File: src/rtl/ov7670_stream_gen.sv
// OV7670 parallel-bus transmitter model: pclk divider, VGA-style frame timing
// (vsync / back porch / active / front porch) and a built-in RGB565 pattern
// source, two bytes per pixel, most significant byte first.
module ov7670_stream_gen #(
    parameter int PCLK_DIV  = 2,
    parameter int H_ACTIVE  = 640,
    parameter int H_BLANK   = 288,
    parameter int VS_LINES  = 3,
    parameter int VBP_LINES = 17,
    parameter int V_ACTIVE  = 480,
    parameter int VFP_LINES = 10
) (
    input  logic        sys_clk,
    input  logic        sys_rst_n,
    input  logic        enable,
    input  logic [1:0]  pattern_sel,
    input  logic [15:0] colour_in,
    output logic        cam_pclk,
    output logic        cam_vsync,
    output logic        cam_href,
    output logic [7:0]  cam_data,
    output logic        frame_done,
    output logic [15:0] frame_cnt
);

    localparam int              DW        = $clog2(PCLK_DIV);
    localparam logic [DW-1:0]   DIV_LAST  = DW'(PCLK_DIV - 1);
    localparam logic [DW-1:0]   DIV_HALF  = DW'(PCLK_DIV / 2 - 1);
    localparam logic [15:0]     BYTE_LAST = 16'(2 * H_ACTIVE + H_BLANK - 1);
    localparam logic [15:0]     HREF_END  = 16'(2 * H_ACTIVE);
    localparam logic [15:0]     VS_LAST   = 16'(VS_LINES - 1);
    localparam logic [15:0]     VBP_LAST  = 16'(VBP_LINES - 1);
    localparam logic [15:0]     VA_LAST   = 16'(V_ACTIVE - 1);
    localparam logic [15:0]     VFP_LAST  = 16'(VFP_LINES - 1);

    typedef enum logic [2:0] {
        ST_IDLE,
        ST_VSYNC,
        ST_VBP,
        ST_ACTIVE,
        ST_VFP
    } state_t;

    logic [DW-1:0] div_q;
    logic          pclk_q;
    logic          tick;

    state_t        state_q, state_d;
    logic [15:0]   byte_q, byte_d;
    logic [15:0]   line_q, line_d;
    logic [15:0]   last_line;
    logic          end_frame;
    logic          start_frame;
    logic          href_d;
    logic [15:0]   pix_d;
    logic [7:0]    data_d;

    logic [1:0]    sel_q;
    logic [15:0]   colour_q;
    logic          vsync_q;
    logic          href_q;
    logic [7:0]    data_q;
    logic          done_q;
    logic [15:0]   frame_cnt_q;

    // Colour-bar lookup: bar index = x*8/H_ACTIVE resolved by a compare chain on x*8.
    function automatic logic [15:0] bar_colour(input logic [17:0] x8);
        if      (x8 < 18'(1 * H_ACTIVE)) return 16'hFFFF;
        else if (x8 < 18'(2 * H_ACTIVE)) return 16'hFFE0;
        else if (x8 < 18'(3 * H_ACTIVE)) return 16'h07FF;
        else if (x8 < 18'(4 * H_ACTIVE)) return 16'h07E0;
        else if (x8 < 18'(5 * H_ACTIVE)) return 16'hF81F;
        else if (x8 < 18'(6 * H_ACTIVE)) return 16'hF800;
        else if (x8 < 18'(7 * H_ACTIVE)) return 16'h001F;
        else                             return 16'h0000;
    endfunction

    // RGB565 value of pixel (x, y) for the selected pattern.
    function automatic logic [15:0] pattern_pix(input logic [1:0]  sel,
                                                input logic [15:0] colour,
                                                input logic [14:0] x,
                                                input logic [5:0]  y);
        case (sel)
            2'd0:    return bar_colour({x, 3'b000});
            2'd1:    return {x[4:0], y, x[4:0]};
            2'd2:    return (x[5] ^ y[5]) ? 16'hFFFF : 16'h0000;
            default: return colour;
        endcase
    endfunction

    assign tick = (div_q == DIV_LAST);

    // pclk divider: rises mid-period, falls on the wrap, which is the output update tick.
    always_ff @(posedge sys_clk or negedge sys_rst_n) begin
        if (!sys_rst_n) begin
            div_q  <= '0;
            pclk_q <= 1'b0;
        end else if (tick) begin
            div_q  <= '0;
            pclk_q <= 1'b0;
        end else begin
            div_q <= div_q + DW'(1);
            if (div_q == DIV_HALF) begin
                pclk_q <= 1'b1;
            end
        end
    end

    // Next frame position and the bus values that belong to it.
    always_comb begin
        state_d   = state_q;
        byte_d    = byte_q;
        line_d    = line_q;
        end_frame = 1'b0;
        case (state_q)
            ST_VSYNC:  last_line = VS_LAST;
            ST_VBP:    last_line = VBP_LAST;
            ST_ACTIVE: last_line = VA_LAST;
            default:   last_line = VFP_LAST;
        endcase
        if (state_q == ST_IDLE) begin
            byte_d = 16'd0;
            line_d = 16'd0;
            if (enable) begin
                state_d = ST_VSYNC;
            end
        end else if (byte_q == BYTE_LAST) begin
            byte_d = 16'd0;
            if (line_q == last_line) begin
                line_d = 16'd0;
                case (state_q)
                    ST_VSYNC:  state_d = ST_VBP;
                    ST_VBP:    state_d = ST_ACTIVE;
                    ST_ACTIVE: state_d = ST_VFP;
                    default: begin
                        end_frame = 1'b1;
                        state_d   = enable ? ST_VSYNC : ST_IDLE;
                    end
                endcase
            end else begin
                line_d = line_q + 16'd1;
            end
        end else begin
            byte_d = byte_q + 16'd1;
        end
        start_frame = (state_d == ST_VSYNC) && ((state_q == ST_IDLE) || (state_q == ST_VFP));
        href_d      = (state_d == ST_ACTIVE) && (byte_d < HREF_END);
        pix_d       = pattern_pix(sel_q, colour_q, byte_d[15:1], line_d[5:0]);
        data_d      = href_d ? (byte_d[0] ? pix_d[7:0] : pix_d[15:8]) : 8'h00;
    end

    // Frame FSM and registered bus outputs, advanced once per pclk falling edge.
    always_ff @(posedge sys_clk or negedge sys_rst_n) begin
        if (!sys_rst_n) begin
            state_q     <= ST_IDLE;
            byte_q      <= 16'd0;
            line_q      <= 16'd0;
            sel_q       <= 2'd0;
            colour_q    <= 16'd0;
            vsync_q     <= 1'b0;
            href_q      <= 1'b0;
            data_q      <= 8'h00;
            done_q      <= 1'b0;
            frame_cnt_q <= 16'd0;
        end else begin
            done_q <= 1'b0;
            if (tick) begin
                state_q <= state_d;
                byte_q  <= byte_d;
                line_q  <= line_d;
                vsync_q <= (state_d == ST_VSYNC);
                href_q  <= href_d;
                data_q  <= data_d;
                if (start_frame) begin
                    sel_q    <= pattern_sel;
                    colour_q <= colour_in;
                end
                if (end_frame) begin
                    done_q      <= 1'b1;
                    frame_cnt_q <= frame_cnt_q + 16'd1;
                end
            end
        end
    end

    assign cam_pclk   = pclk_q;
    assign cam_vsync  = vsync_q;
    assign cam_href   = href_q;
    assign cam_data   = data_q;
    assign frame_done = done_q;
    assign frame_cnt  = frame_cnt_q;

endmodule

File: config.mk
export PLATFORM = sky130hd
export DESIGN_NAME = ov7670_stream_gen
export DESIGN_NICKNAME = d
export VERILOG_FILES = /design/src/rtl/ov7670_stream_gen.sv
export SDC_FILE = /design/constraint.sdc
export NUM_CORES = 1
export LEC_CHECK = 0
export BUFFER_PORTS_ARGS = -buffer_cell sky130_fd_sc_hd__buf_2
export CAP_MARGIN = 25
export CORE_MARGIN = 10
export CORE_UTILIZATION = 55
export DETAILED_ROUTE_END_ITERATION = 10
export GPL_ROUTABILITY_DRIVEN = 0
export PLACE_DENSITY = 0.76
export REMOVE_ABC_BUFFERS = 1
export SYNTH_ARGS = -nofsm -noshare
export SYNTH_HDL_FRONTEND = slang
export SYNTH_SLANG_ARGS = --single-unit
File: constraint.sdc
create_clock -name sys_clk -period 3.6 [get_ports sys_clk]
set_clock_uncertainty 0.15 [all_clocks]
set_input_delay 0.18 -clock sys_clk [delete_from_list [all_inputs] [get_ports sys_clk]]
set_output_delay 0.18 -clock sys_clk [all_outputs]
set_load 0.03 [all_outputs]
==> results of run 1 <==
-- worst max-delay path: cells and delay by family (launching register included) --
family	cells	cell delay, ns
simple gates	4	1.64
compound gates	3	0.75
flops	1	0.58
mux	1	0.19
-- routing by layer --
layer  share of wire (%)  GRT usage [%]  vias to the layer above  routed length (µm)
met1                  44           27.2                     2371                6030
met2                  48           32.9                      220                6570
met5                   0              0                        -                   0
li1                    -              -                     2230                   -
met3                 6.5           3.62                       35                 897
met4                 2.4           8.07                        0                 327
-- through the flow --
stage	std cells	total power, mW	area (µm²)	hold WS [ns]
after floorplan	544	1.55	5010	-0.266
after global placement	740	1.72	5550	0.261
after detailed placement	740	1.74	5550	0.264
after CTS	775	2.61	6000	0.0585
after global routing	776	2.76	6060	0.0966
final	776	2.63	6060	0.0638
-- layout by cell type (no fill, tap or decap), types with 4 or more instances in the layout --
master / synthesis / routed
dfrtp_1: 81 / 80
nand2_1: 72 / 72
nor2_1: 48 / 48
buf_2: 10 / 47
o21ai_0: 42 / 42
nand3_1: 26 / 26
inv_1: 20 / 20
buf_4: 5 / 20
a21oi_1: 19 / 19
dlygate4sd3_1: 0 / 19
xnor2_1: 18 / 18
nand4_1: 15 / 15
xor2_1: 14 / 14
mux2i_1: 12 / 12
or3_1: 11 / 11
nor3_1: 11 / 10
mux2_2: 10 / 10
o31ai_1: 10 / 10
mux2_4: 10 / 10
nand2b_1: 9 / 9
clkbuf_8: 0 / 9
and3_1: 8 / 8
nor4_1: 6 / 6
and4_1: 7 / 6
o2bb2ai_1: 5 / 5
a21o_1: 5 / 5
o22ai_1: 4 / 4
a211oi_1: 4 / 4
o21a_1: 4 / 4
-- cells by family (layout without fill, tap and decap cells) --
group	after synthesis	count (layout)	share of synthesized area [%]
AOI/OAI and AO/OA	137	137	18.6
buffers and inverters	61	124	5.31
xor gates and xnor gates	32	32	5.38
DFF	81	81	38.9
muxes	32	32	7.36
and+or+nand+nor	238	238	23.7
adders and majority gates	3	3	0.721
-- flip-flops by register name, summed over array words and instances, names as in the netlist --
signal and cells:
div_q 1, state_q 3, byte_q 16, colour_q 16, line_q 16, frame_cnt 16
cam_href 1, cam_data 8, cam_vsync 1, frame_done 1, sel_q 2
-- report_power, final --
part           leakage, nW  switching, mW  internal, mW
Sequential            1.07          0.147          1.02
Clock                0.128          0.383         0.474
Combinational         1.49          0.334         0.278
Total                 2.69          0.864          1.77
-- worst paths after layout --
check                         startpoint  slack, ns  cells past startpoint            end
max                            byte_q[2]       0.18                      8    cam_data[0]
min                               enable       0.06                      4     state_q[0]
max reg2reg                    byte_q[2]       0.18                      8    cam_data[0]
min reg2reg                frame_cnt[15]       0.32                      1  frame_cnt[15]
max in group asynchronous      sys_rst_n       2.54                      3      line_q[3]
min in group asynchronous      sys_rst_n       0.16                      2      byte_q[2]
-- timing repair --
item,CTS,global route
setup endpoints to repair,0,11
hold endpoints to repair,99,0
hold buffers,19,0
gates resized for setup,0,5
buffers inserted,0,0
-- cell type report --
type,count,area (µm²)
multi-input cells,442,2930
inverters,21,78.8
clock buffers,9,124
flip-flops and latches,81,2030
clock inverters,7,133
well taps,129,161
fillers,757,3180
repair buffers,87,603
==> flow_summary.json, run 1 <==
{
  "path_max_fanout": 10,
  "drt-vias-per-instance": 6.26,
  "syn_to_final_growth_pct": 16.3,
  "start_util_pct": 56.3,
  "wirelength_mm": 13.8,
  "ys_ff_latch": 81,
  "cts_tree": "yes",
  "drc": 0,
  "cts_buffers": 9,
  "die-area_um2": 13800,
  "portBuffers": 48,
  "pre_cts_slack_ns": 0.243,
  "async_flop_share_pct": 100,
  "clock_sinks": 81,
  "fin_tns_setup_ns": 0,
  "synthTopCellsByArea": "dfrtp_1 (39%), nand2_1 (5.2%), o21ai_0 (4.0%)",
  "leakage_nw": 2.69,
  "drv_slew": 0,
  "syn_inst": 584,
  "row_count": 35,
  "grt_max_degree": 82,
  "die_height_um": 117,
  "path_cells": "nand4_2 -> nor3_1 -> mux2i_1 -> or4_4 -> or3_1 -> a21oi_2 -> o21ai_1 -> a221o_1",
  "grt_pass1_wl_mm": 22.9,
  "ant_nets": 0,
  "drive_gt1_share_pct": 19.2,
  "synth_top_area_share_pct": 38.9,
  "synth_commonest_cells": "dfrtp_1 (81), nand2_1 (72), nor2_1 (48)",
  "crit_path_max_incr_delay_ns": 0.58,
  "hp-class": "input pin to register",
  "tightest_slew_ns": 0.620,
  "synthesis.area_um2": 5200,
  "cts_root_buf": "clkbuf_8",
  "worst_ir_drop_vdd_uv": 329,
  "grt_pass1_vias": 4662,
  "setup_viol": 0,
  "ys_seq_area_share_pct": 38.9,
  "final_util_pct": 65.5,
  "post-route-period-util_pct": 95.1,
  "yosys.cell_types.count": 79,
  "core-area_um2": 9240,
  "dp_hpwl_mm": 9.44,
  "vias": 4856,
  "power_density_nw_per_um2": 435,
  "rsz0062_at_grt": "false",
  "setup_slack_ns": 0.175,
  "post_drt_wl_per_cell_um": 17.8,
  "crit_required_ns": 3.72,
  "drv_cap": 0,
  "drt_iter0_drc": 436,
  "crit_arrival_ns": 3.54,
  "htree_levels": 3,
  "max_freq_ghz": 0.292,
  "grt_overflow": 0,
  "synth_top_flop_cell": "dfrtp_1",
  "status": "completed",
  "synth_most_common_cell": "dfrtp_1",
  "synth_largest_area_cell": "dfrtp_1",
  "period_minus_slack_ns": 3.42,
  "crit_slowest_cell": "dfrtp_1",
  "nNetsFinal": 666,
  "pin_count": 49,
  "cts_buffer_depth": 2,
  "antenna_found_initial": 0,
  "fp.dieW_um": 117,
  "grt_util_all_layers_pct": 20.6,
  "synth_edf_count": 0,
  "diodes": 0,
  "slew_headroom_pct": 58.7,
  "drtPass1Iterations": 6,
  "path_clk_slew_ns": 0.10,
  "yosysWarnings": 0,
  "clkLatencyLatePin_ns": 0.37,
  "hold_viol_final": 0,
  "critical_path_class": "register to register",
  "cp-start-kind": "register",
  "end_kind": "register",
  "avgSynthCellArea_um2": 8.91
}
No activity file was read; power rests on OpenSTA's default activity.
==> run 2: changes to the inputs <==
Settings changed: BUFFER_PORTS_ARGS -buffer_cell sky130_fd_sc_hd__buf_2 to -buffer_cell sky130_fd_sc_hd__buf_4.
==> run 2 against run 1 <==
  * Sequential share of layout area down 0.21 points
  * First-iteration DRC count shrank 0.92%
  * Global-route usage grew 0.23 points
  * Sequential cell count did not move
  * Routed wire length grew 1.3%
  * Via count down 0.80%
  * Register-to-register slack improved by 0.03 ns
  * Non-clock buffer count rose by 1
  * Maximum frequency grew 0.93%
  * Clock power is 24% lower
  * Clock-buffer cell count up 1
  * Largest power group unchanged
==> flow_summary.json, run 2 (synthesis gave the netlist of run 1 again) <==
{
  "status": "completed",
  "met1_usage_pct": 26.6,
  "htree_levels": 3,
  "drv_slew": 0,
  "pin_count": 49,
  "post_cts_buffers": 0,
  "die_height_um": 117,
  "path_max_fanout": 7,
  "wirelength_mm": 14.0,
  "rsz0062_at_grt": "false",
  "dp_hpwl_mm": 9.80,
  "min_path_cells": 4,
  "critical_path_class": "register to register",
  "power_density_nw_per_um2": 399,
  "end_kind": "register",
  "final_util_pct": 65.9,
  "layout.cells.non_filler": 777,
  "grt_max_degree": 82,
  "tightest_slew_ns": 0.729,
  "core-area_um2": 9240,
  "busiest_layer": "met2",
  "drtPass1Iterations": 5,
  "critical_path.most_common_cell": "buf_4",
  "hold_viol_final": 0,
  "drt-vias-per-instance": 6.20,
  "crit_required_ns": 3.69,
  "cts_root_buf": "clkbuf_8",
  "pre_cts_slack_ns": 0.163,
  "setup_viol": 0,
  "ant_nets": 0,
  "portBuffers": 48,
  "antenna_found_initial": 0,
  "leakage_nw": 2.68,
  "grt_overflow": 0,
  "drive_gt1_share_pct": 19.4,
  "diodes": 0,
  "post_drt_wl_per_cell_um": 18.0,
  "slew_headroom_pct": 51.1,
  "clock_sinks": 81,
  "setup_slack_ns": 0.207,
  "grt_pass1_vias": 4757,
  "vias": 4817,
  "path_cells": "ha_2 -> nand4_2 -> buf_4 -> nor3_1 -> nand2_1 -> o311a_1 -> o2111ai_1 -> buf_4 -> nor2_1 -> o221a_1 -> a221o_1",
  "hp-class": "input pin to register",
  "nNetsFinal": 667,
  "cp-start-kind": "register",
  "row_count": 35,
  "drv_cap": 0,
  "crit_slowest_cell": "dfrtp_2",
  "cts_tree": "yes",
  "post-route-period-util_pct": 94.3,
  "start_util_pct": 56.3,
  "cts_buffer_depth": 2,
  "crit_arrival_ns": 3.49,
  "reg2reg_depth": 11,
  "place_area_um2": 5680,
  "fin_tns_setup_ns": 0,
  "final_common_cell": "dfrtp_1",
  "drc": 0,
  "use_met2_pct": 33.8,
  "max_freq_ghz": 0.295,
  "fp.dieW_um": 117,
  "layout_common_cells": "dfrtp_1 (80), nand2_1 (72), buf_4 (68)",
  "grt_util_all_layers_pct": 20.8,
  "cts_buffers": 9,
  "drt_iter0_drc": 432,
  "path_clk_slew_ns": 0.09,
  "worst_ir_drop_vdd_uv": 271,
  "clkLatencyLatePin_ns": 0.36,
  "period_minus_slack_ns": 3.39,
  "stdcell_area_um2": 6090,
  "syn_to_final_growth_pct": 17.1,
  "grt_util_met3_pct": 4.03,
  "die-area_um2": 13800,
  "dp_cells": 741,
  "grt_pass1_wl_mm": 23.1,
  "crit_path_max_incr_delay_ns": 0.44
}
## run 2: critical path, delay by kind of cell (launching register included)
| family | cells | cell delay [ns] |
|---|---|---|
| buffers and inverters | 2 | 0.48 |
| AND/OR/NAND/NOR | 4 | 0.76 |
| AO/OA/AOI/OAI | 4 | 1.18 |
| adder cells (fa/ha/maj) | 1 | 0.26 |
| flip-flops | 1 | 0.44 |
## run 2: through the flow
step                      hold slack, ns  total power [mW]
final                             0.0476              2.43
after global routing              0.0462              2.55
after CTS                         0.0390              2.42
after detailed placement           0.264              1.75
after global placement             0.262              1.74
after floorplan                   -0.266              1.55
## run 2: routing by layer
metal	vias to the layer above	share of wire, %
li1	2236	-
met1	2341	43
met2	211	47
met3	29	7.2
met4	0	2.2
met5	-	0
## run 2: final cells by class
type | instances | area (µm²)
clock buffer | 10 | 138
clock inverter | 6 | 48.8
fill | 750 | 3150
inverter | 21 | 78.8
multi-input combinational | 442 | 2910
sequential | 81 | 2030
tap | 129 | 161
timing repair buffer | 88 | 728
## run 2: path summary, 6_finish.rpt
path                       slack [ns]       endpoint          start
setup / recovery                 0.21    cam_data[0]      byte_q[1]
hold / removal                   0.05     state_q[0]         enable
setup reg to reg                 0.21    cam_data[0]      byte_q[1]
hold reg to reg                  0.33  frame_cnt[15]  frame_cnt[15]
max in group asynchronous        2.58      line_q[6]      sys_rst_n
min in group asynchronous        0.13      byte_q[8]      sys_rst_n
## run 2: what timing repair did
action	CTS	global route
hold buffers	19	0
setup endpoints to repair	0	29
endpoints found under the hold margin	99	0
gates resized for setup	0	4
## run 2: report_power, final
part / leakage [nW] / switching (mW) / internal [mW]
Combinational: 1.52 / 0.346 / 0.287
Sequential: 1.07 / 0.131 / 1.02
Clock: 0.0912 / 0.371 / 0.278
Total: 2.68 / 0.848 / 1.58
==> run 3: changes to the inputs <==
==> constraint.sdc (replaced) <==
create_clock -name sys_clk -period 3.6 [get_ports sys_clk]
set_clock_uncertainty 0.15 [all_clocks]
set_input_delay 0.36 -clock sys_clk [delete_from_list [all_inputs] [get_ports sys_clk]]
set_output_delay 0.36 -clock sys_clk [all_outputs]
set_load 0.03 [all_outputs]
==> run 3 against run 2 <==
  * Combinational power fell by 3.3%
  * Largest cell class unchanged
  * Sequential share of layout area increased by 0.93 points
  * Final cell count decreased by 2.3%
  * Sequential power is essentially flat
  * Critical path type unchanged
==> flow_summary.json, run 3 (synthesis gave the netlist of run 1 again) <==
{
  "syn_to_final_growth_pct": 13.9,
  "p_int_mw": 1.57,
  "start_util_pct": 56.3,
  "fin_tns_setup_ns": 0,
  "grt_util_all_layers_pct": 20.5,
  "post_drt_wl_per_cell_um": 18.1,
  "timing.hold.ws_ns": 0.0653,
  "power_mw": 2.41,
  "r2r_end": "cam_data[0]",
  "tightest_slew_ns": 0.736,
  "reg2reg_depth": 10,
  "p_clk_share_pct": 27.0,
  "pin_count": 49,
  "cts_buffer_depth": 2,
  "regToRegStartpoint": "byte_q[1]",
  "layout_common_cells": "dfrtp_1 (80), nand2_1 (72), buf_4 (68)",
  "grt_max_degree": 82,
  "die_height_um": 117,
  "p_sw_uw": 842,
  "drv_cap": 0,
  "drc": 0,
  "drv_slew": 0,
  "die-area_um2": 13800,
  "grt_pass1_wl_mm": 22.8,
  "drt-vias-per-instance": 6.21,
  "routed.top_layer": "met4",
  "path_clk_slew_ns": 0.10,
  "antenna_found_initial": 0,
  "dp_hpwl_mm": 9.80,
  "final_common_cell": "dfrtp_1",
  "dr_wl_met2_mm": 6.51,
  "power_density_nw_per_um2": 407,
  "setup_viol": 0,
  "grt_overflow": 0,
  "cts_buffers": 9,
  "grt_pass1_vias": 4651,
  "holdPathEnd": "sel_q[0]",
  "wirelength_mm": 13.8,
  "crit_required_ns": 3.70,
  "nNetsFinal": 649,
  "switching_share_pct": 34.9,
  "worst_ir_drop_vdd_uv": 262,
  "status": "completed",
  "end_kind": "register",
  "path_max_fanout": 7,
  "clkLatencyLatePin_ns": 0.37,
  "post_cts_buffers": 0,
  "crit_arrival_ns": 3.45,
  "diodes": 0,
  "cts_root_buf": "clkbuf_8",
  "pre_cts_slack_ns": 0.163,
  "leakage_nw": 2.60,
  "met1_length_mm": 5.87,
  "vias": 4715,
  "post-route-period-util_pct": 93.2,
  "combPwrFrac_pct": 25.4,
  "drtPass1Iterations": 7,
  "period_minus_slack_ns": 3.35,
  "hold_viol_final": 0,
  "cp-start-kind": "register",
  "holdCritStartpoint": "pattern_sel[0]",
  "min_path_cells": 2,
  "row_count": 35,
  "clock_sinks": 81,
  "max_freq_ghz": 0.298,
  "setup_slack_ns": 0.246,
  "fp.dieW_um": 117,
  "r2r_slack_ns": 0.25,
  "drt_iter0_drc": 431,
  "htree_levels": 3,
  "pwr-share-seq_pct": 47.6,
  "route.met3.wl_mm": 1.08,
  "core-area_um2": 9240,
  "rsz0062_at_grt": "false",
  "portBuffers": 48,
  "critical_path_class": "register to register",
  "cts_tree": "yes",
  "hp-class": "input pin to register",
  "drive_gt1_share_pct": 20.2,
  "ant_nets": 0,
  "slew_headroom_pct": 50.6
}
run 3: changes by cell type in the layout (fill, tap and decap cells not counted), sizes merged:
cell,previous run,this run
dlygate4sd3,19,1
run 3: power by group through the flow:
stage                     clock network (mW)  registers, mW  logic (mW)
after CTS                              0.660           1.14       0.596
after global placement                     0           1.16       0.581
after detailed placement                   0           1.16       0.590
after floorplan                            0           1.14       0.413
final                                  0.651           1.15       0.612
after global routing                   0.700           1.17       0.673
run 3: timing repair:
| item | in CTS | in global routing |
|---|---|---|
| hold endpoints to repair | 0 | 28 |
| hold buffers | 0 | 1 |
| resized for setup | 0 | 6 |
| endpoints found under the setup margin | 0 | 29 |
run 3: worst max-delay path: stages (launching register included):
cell and delay [ns]:
dfrtp_2 0.44, ha_2 0.26, nand4_2 0.24, buf_4 0.25
nor2_1 0.21, a221oi_1 0.13, or3b_2 0.49, or3_1 0.42
a21oi_4 0.23, o21ai_1 0.09, a221o_1 0.34
run 3: worst max path at each step:
| stage | startpoint | cells past startpoint | end |
|---|---|---|---|
| global route | byte_q[1] | 9 | cam_data[0] |
| CTS | byte_q[1] | 9 | cam_data[0] |
| global placement | byte_q[1] | 10 | colour_q[15] |
| detailed placement | byte_q[1] | 11 | cam_data[0] |
| floorplan | byte_q[0] | 9 | colour_q[10] |
| finish | byte_q[1] | 10 | cam_data[0] |
run 3: stage by stage:
step           util (%)  cell area [µm²]  instances
2_1_floorplan         -             5010        544
3_3_place_gp       61.5             5680        741
3_5_place_dp       61.5             5680        741
4_1_cts            63.5             5870        757
5_1_grt            64.1             5930        759
6_report           64.1             5930        759
run 3: metal layers:
metal,GRT usage (%),vias to the layer above
met5,0,-
li1,-,2198
met3,4.03,32
met1,26.5,2258
met2,32.9,227
met4,8.57,0
run 3: cell type report:
class | instances | area [µm²]
timing repair buffer | 70 | 548
tap | 129 | 161
multi-input combinational | 442 | 2920
clock inverter | 6 | 48.8
inverter | 21 | 78.8
sequential | 81 | 2030
clock buffer | 10 | 138
fill | 773 | 3310
